**config.mk**
```make
export PLATFORM = sky130hd
export DESIGN_NAME = input_capture
export DESIGN_NICKNAME = d
export VERILOG_FILES = /design/src/rtl/input_capture_pkg.sv /design/src/rtl/cap_fifo.sv /design/src/rtl/input_capture.sv
export SDC_FILE = /design/constraint.sdc
export NUM_CORES = 1
export LEC_CHECK = 0
export BUFFER_PORTS_ARGS = -buffer_cell sky130_fd_sc_hd__buf_4
export CORE_MARGIN = 4
export CORE_UTILIZATION = 50
export CTS_CLUSTER_SIZE = 10
export DETAILED_ROUTE_END_ITERATION = 8
export PLACE_DENSITY = 0.69
export RECOVER_POWER = 25
export SYNTH_ARGS = -nofsm -noshare
export SYNTH_HDL_FRONTEND = slang
export SYNTH_SLANG_ARGS = --single-unit
```
**constraint.sdc**
```tcl
create_clock -name clk -period 13.95 [get_ports clk]
set_clock_uncertainty 0.05 [all_clocks]
set_input_delay 0.6975 -clock clk [delete_from_list [all_inputs] [get_ports clk]]
set_output_delay 0.6975 -clock clk [all_outputs]
set_load 0.02 [all_outputs]
```
**src/rtl/input_capture_pkg.sv**
```systemverilog
// input_capture_pkg: shared constants and entry layout for the input capture block
package input_capture_pkg;

    localparam logic [1:0] EDGE_OFF  = 2'b00;
    localparam logic [1:0] EDGE_RISE = 2'b01;
    localparam logic [1:0] EDGE_FALL = 2'b10;
    localparam logic [1:0] EDGE_BOTH = 2'b11;

    localparam int SYNC_STAGES = 2;

    // Entry layout at the default widths; the FIFO stores the same fields packed as {stamp, ovf, rising}
    typedef struct packed {
        logic [31:0] stamp;
        logic [7:0]  ovf;
        logic        rising;
    } cap_entry_t;

endpackage

```
**src/rtl/cap_fifo.sv**
```systemverilog
// cap_fifo: synchronous FIFO with a registered head, level and full; accepts push+pop when full
module cap_fifo #(
    parameter int WIDTH = 8,
    parameter int DEPTH = 4
) (
    input  logic                     clk,
    input  logic                     reset_n,
    input  logic                     push_i,
    input  logic [WIDTH-1:0]         din_i,
    input  logic                     pop_i,
    output logic [WIDTH-1:0]         head_o,
    output logic                     valid_o,
    output logic                     full_o,
    output logic [$clog2(DEPTH):0]   level_o
);

    localparam int AW = $clog2(DEPTH);

    logic [WIDTH-1:0] mem_q [DEPTH];
    logic [AW-1:0]    wr_ptr_q, wr_ptr_d, rd_ptr_q, rd_ptr_d;
    logic [AW:0]      level_q, level_d, after_pop;
    logic [WIDTH-1:0] head_q, head_d;
    logic             do_pop;

    // Next pointers/level; the head reloads from the entry that will be oldest after this cycle
    always_comb begin
        do_pop    = pop_i & (|level_q);
        after_pop = level_q - (AW+1)'(do_pop);
        wr_ptr_d  = wr_ptr_q + AW'(push_i);
        rd_ptr_d  = rd_ptr_q + AW'(do_pop);
        level_d   = after_pop + (AW+1)'(push_i);
        head_d    = ~|after_pop ? (push_i ? din_i : head_q) : mem_q[rd_ptr_d];
    end

    // Storage array, written at the tail; never read back in the push cycle
    always_ff @(posedge clk) begin
        if (push_i) mem_q[wr_ptr_q] <= din_i;
    end

    // Pointer, level and head registers
    always_ff @(posedge clk or negedge reset_n) begin
        if (!reset_n) begin
            wr_ptr_q <= '0;
            rd_ptr_q <= '0;
            level_q  <= '0;
            head_q   <= '0;
        end else begin
            wr_ptr_q <= wr_ptr_d;
            rd_ptr_q <= rd_ptr_d;
            level_q  <= level_d;
            head_q   <= head_d;
        end
    end

    assign head_o  = head_q;
    assign valid_o = |level_q;
    assign full_o  = level_q == (AW+1)'(DEPTH);
    assign level_o = level_q;

endmodule

```
**src/rtl/input_capture.sv**
```systemverilog
// input_capture: timestamps edges of an async input against the timer and queues them for a consumer
module input_capture
    import input_capture_pkg::*;
#(
    parameter int COUNTER_SIZE = 32,
    parameter int FIFO_DEPTH   = 4,
    parameter int OVF_BITS     = 8
) (
    input  logic                          clk,
    input  logic                          reset_n,
    input  logic                          enable,
    input  logic [1:0]                    edge_mode,
    input  logic                          cap_in,
    input  logic [COUNTER_SIZE-1:0]       timebase,
    input  logic                          timebase_ovf,
    input  logic                          rd_ready,
    input  logic                          clear_lost,
    output logic                          rd_valid,
    output logic [COUNTER_SIZE-1:0]       rd_stamp,
    output logic [OVF_BITS-1:0]           rd_ovf,
    output logic                          rd_rising,
    output logic [$clog2(FIFO_DEPTH):0]   level,
    output logic                          lost
);

    localparam int EW = COUNTER_SIZE + OVF_BITS + 1;

    logic [SYNC_STAGES-1:0] sync_q;
    logic                   s3_q;
    logic [1:0]             prime_cnt_q;
    logic [OVF_BITS-1:0]    acc_q, acc_d;
    logic                   lost_q, lost_d;
    logic                   primed, rise, fall, evt, pop, accept, drop, full;
    logic [EW-1:0]          head;

    assign primed = &prime_cnt_q;

    // Edge detection, FIFO handshake, overflow accumulator and sticky lost flag
    always_comb begin
        rise   = sync_q[SYNC_STAGES-1] & ~s3_q;
        fall   = ~sync_q[SYNC_STAGES-1] & s3_q;
        evt    = primed & enable &
                 ((rise & (edge_mode == EDGE_RISE || edge_mode == EDGE_BOTH)) |
                  (fall & (edge_mode == EDGE_FALL || edge_mode == EDGE_BOTH)));
        pop    = rd_valid & rd_ready;
        accept = evt & (~full | pop);
        drop   = evt & full & ~pop;
        acc_d  = accept ? OVF_BITS'(timebase_ovf) :
                 (timebase_ovf & ~&acc_q) ? acc_q + OVF_BITS'(1) : acc_q;
        lost_d = drop | (lost_q & ~clear_lost);
    end

    // Synchronizer, history flop, priming counter, accumulator and lost register
    always_ff @(posedge clk or negedge reset_n) begin
        if (!reset_n) begin
            sync_q      <= '0;
            s3_q        <= 1'b0;
            prime_cnt_q <= '0;
            acc_q       <= '0;
            lost_q      <= 1'b0;
        end else begin
            sync_q      <= {sync_q[SYNC_STAGES-2:0], cap_in};
            s3_q        <= sync_q[SYNC_STAGES-1];
            prime_cnt_q <= primed ? prime_cnt_q : prime_cnt_q + 2'd1;
            acc_q       <= acc_d;
            lost_q      <= lost_d;
        end
    end

    cap_fifo #(.WIDTH(EW), .DEPTH(FIFO_DEPTH)) u_fifo (
        .clk     (clk),
        .reset_n (reset_n),
        .push_i  (accept),
        .din_i   ({timebase, acc_q, rise}),
        .pop_i   (rd_ready),
        .head_o  (head),
        .valid_o (rd_valid),
        .full_o  (full),
        .level_o (level)
    );

    assign rd_stamp  = head[EW-1 -: COUNTER_SIZE];
    assign rd_ovf    = head[OVF_BITS:1];
    assign rd_rising = head[0];
    assign lost      = lost_q;

endmodule

```
==> results.yml <==
grt:
  antenna_found_initial: 0
  grt_pass1_vias: 5112
  grt_usage: 0.183
  grt_max_degree: 83
  grt-ovfl-total: 0
  grt_pass1_wl_um: 28600
clock_tree:
  numCtsBuffers: 26
  clk_latency_ns: 0.51
  path_clk_slew_ns: 0.06
  postCtsHoldBufs: 0
  htree_num_levels: 1
  cts_setup_buffers: 0
  cts_tree: "built"
  cts_resized: 0
  clk_path_buf_depth: 3
  cts_sinks: 226
  root_buffer: "clkbuf_16"
min_path:
  hold_class: "in -> async"
critical_path:
  worstSetupPathType: "reg -> reg"
  worstPathRequired_ns: 14.11
  cp.arrival_ns: 3.30
  start_kind: "flip-flop"
  crit_path_end_kind: "flip-flop"
  cp_max_fo: 54
finish:
  area_delta_synth_final_pct: 16.9
  drive_above_1_share: 0.225
  fillers: 1346
  finalNonFillerCells: 864
  diodes: 0
  fin_nets: 668
yosys:
  syn_avg_cell_area_um2: 16.8
  synth_area_mm2: 0.00881
  ys_warn_count: 0
  synth_compound_area_frac: 0.0371
  yosys_register_bits: 226
  synthArstFlopShare: 0.274
  synth_edf_count: 164
  ys_types: 35
  synth_xor_area_frac: 0.00994
  synth_seq_area_share: 0.735
  synthCells: 524
  synthAdderAreaFrac: 0.0114
  synth-simple-area-share: 0.0730
  synthesis.nets: 573
  synth.area.mux_share: 0.108
  synthFlopType: "edfxtp_1"
  synth_top_family_by_area: "multiplexers"
route:
  num_vias: 4774
  antenna_left: 0
  first_iter_violations: 304
  dr.pass1.iters: 6
  wl_um: 17700
  avgViaCountPerCell: 5.53
  wire_per_inst_um: 20.5
  drc: 0
status:
  outcome: "finished clean"
die:
  core_mm2: 0.0173
  rows: 48
  die_width_um: 141
  die_h_um: 141
  io_pins: 87
  start_util: 0.509
  die-area_mm2: 0.0198
timing:
  final_hold_viol_count: 0
  min_period_ns: 3.14
  setup_viol: 0
  hold_ws_ns: 0.264
  rsz0062_at_grt: "false"
  report.final.slew_viol_count: 0
  slew_headroom: 0.332
  fmax_mhz: 319
  period_share: 0.225
  setup_tns_ns: 0
  worst_pin_slew_ns: 0.996
pwr:
  p_leak_nw: 3.75
  peakVddDrop_v: 0.000122
  powerDensity_mw_per_mm2: 225
placement:
  gp_congestion: 0.750
  dp_cells: 816
  portBuffers: 86
  dpl.hpwl_um: 9900
flow_run:
  maxCapViolations: 0
cells in the mapped netlist (2+ instances only):
master	count	area (um2)
and3b_1	2	17.5
edfxtp_1	164	4920
a31oi_1	41	257
nor2_1	49	184
xnor2_1	3	26.3
inv_1	5	18.8
nand3_1	3	15.0
mux2i_1	2	20.0
xor2_1	7	61.3
nand4_1	3	18.8
o21ai_0	2	10.0
nand2_1	84	315
dfrtp_1	62	1550
clkbuf_1	9	33.8
buf_6	4	45.0
and3_1	4	25.0
buf_2	9	45.0
mux4_2	41	923
ha_1	8	100
buf_8	4	60.1
and2_1	2	12.5
o211ai_1	3	22.5
area by class of cell:
class / count / area [um2] / area share
clock inverter: 1 / 5.00 / 0.000486
multi-input combinational: 265 / 2160 / 0.210
inverter: 6 / 27.5 / 0.00267
tap: 225 / 282 / 0.0273
sequential: 226 / 6480 / 0.629
clock buffer: 47 / 751 / 0.0729
timing repair buffer: 94 / 589 / 0.0573
flip-flops by register name, summed over array words and instances, names as in the netlist:
register	cells
prime_cnt_q	2
s3_q	1
u_fifo.mem_q	164
u_fifo.wr_ptr_q	2
sync_q	2
lost	1
acc_q	8
u_fifo.level_o	3
u_fifo.rd_ptr_q	2
u_fifo.head_o	41
placed cells by master (no fill, tap or decap), types with 2 or more instances in the layout:
master | netlist | layout
ha_1 | 8 | 7
mux2i_1 | 2 | 2
o21ai_0 | 2 | 2
buf_4 | 1 | 62
mux4_2 | 41 | 41
clkbuf_16 | 0 | 27
nand4_1 | 3 | 3
and3_2 | 0 | 2
nor2_1 | 49 | 48
xnor2_1 | 3 | 3
and3b_1 | 2 | 2
clkbuf_1 | 9 | 51
dfrtp_1 | 62 | 62
o211ai_1 | 3 | 3
and3_1 | 4 | 2
nand3_1 | 3 | 3
edfxtp_1 | 164 | 164
nand2_1 | 84 | 84
xor2_1 | 7 | 6
inv_1 | 5 | 5
a31oi_1 | 41 | 41
and2_1 | 2 | 2
cell families after synthesis:
logic type / count (synthesis)
AO/OA/AOI/OAI: 49
XOR/XNOR: 10
adder cells (fa/ha/maj): 8
buffers and inverters: 33
flip-flops: 226
multiplexers: 44
AND/OR/NAND/NOR: 154
power by group:
group,switching [mW],internal [mW],total (mW)
clock network,0.244,0.359,0.603
logic,0.431,0.366,0.796
registers,0.0722,0.845,0.917
metrics by stage:
stage / worst slack (ns) / power, mW / utilization / instance area (um2)
2_1_floorplan: 8.98 / 1.48 / - / 8810
3_3_place_gp: 10.51 / 1.72 / 0.558 / 9650
3_5_place_dp: 10.48 / 1.74 / 0.558 / 9650
4_1_cts: 10.79 / 2.36 / 0.602 / 10400
5_1_grt: 10.57 / 2.46 / 0.595 / 10300
6_report: 10.81 / 2.32 / 0.595 / 10300
worst max-delay path, cell delays in order, from the launching register on:
cell and delay (ns):
dfrtp_1 0.41, or4b_4 0.57, o2111ai_4 0.11, buf_4 0.53, inv_6 0.32, and3_2 0.47
buf_4 0.32
path summary, 6_finish.rpt:
check | from | endpoint | slack [ns] | depth (start not counted)
worst max-delay path | u_fifo.level_o[0] | u_fifo.mem_q[3][22] | 10.81 | 6
worst min-delay path | reset_n | u_fifo.head_o[2] | 0.26 | 1
worst max register to register | u_fifo.level_o[0] | u_fifo.mem_q[3][22] | 10.81 | 6
worst min register to register | sync_q[0] | sync_q[1] | 0.32 | 0
max in group asynchronous | reset_n | u_fifo.head_o[25] | 13.00 | 1
min in group clk | cap_in | sync_q[0] | 0.26 | 1
layer usage:
metal,GRT usage,wire length [um],vias to the layer above
met4,0.0418,368,0
li1,-,-,2183
met2,0.315,9060,126
met3,0.0312,944,33
met1,0.248,7350,2432
met5,0,0,-
Note: power is estimated with default switching activity, not from simulation.
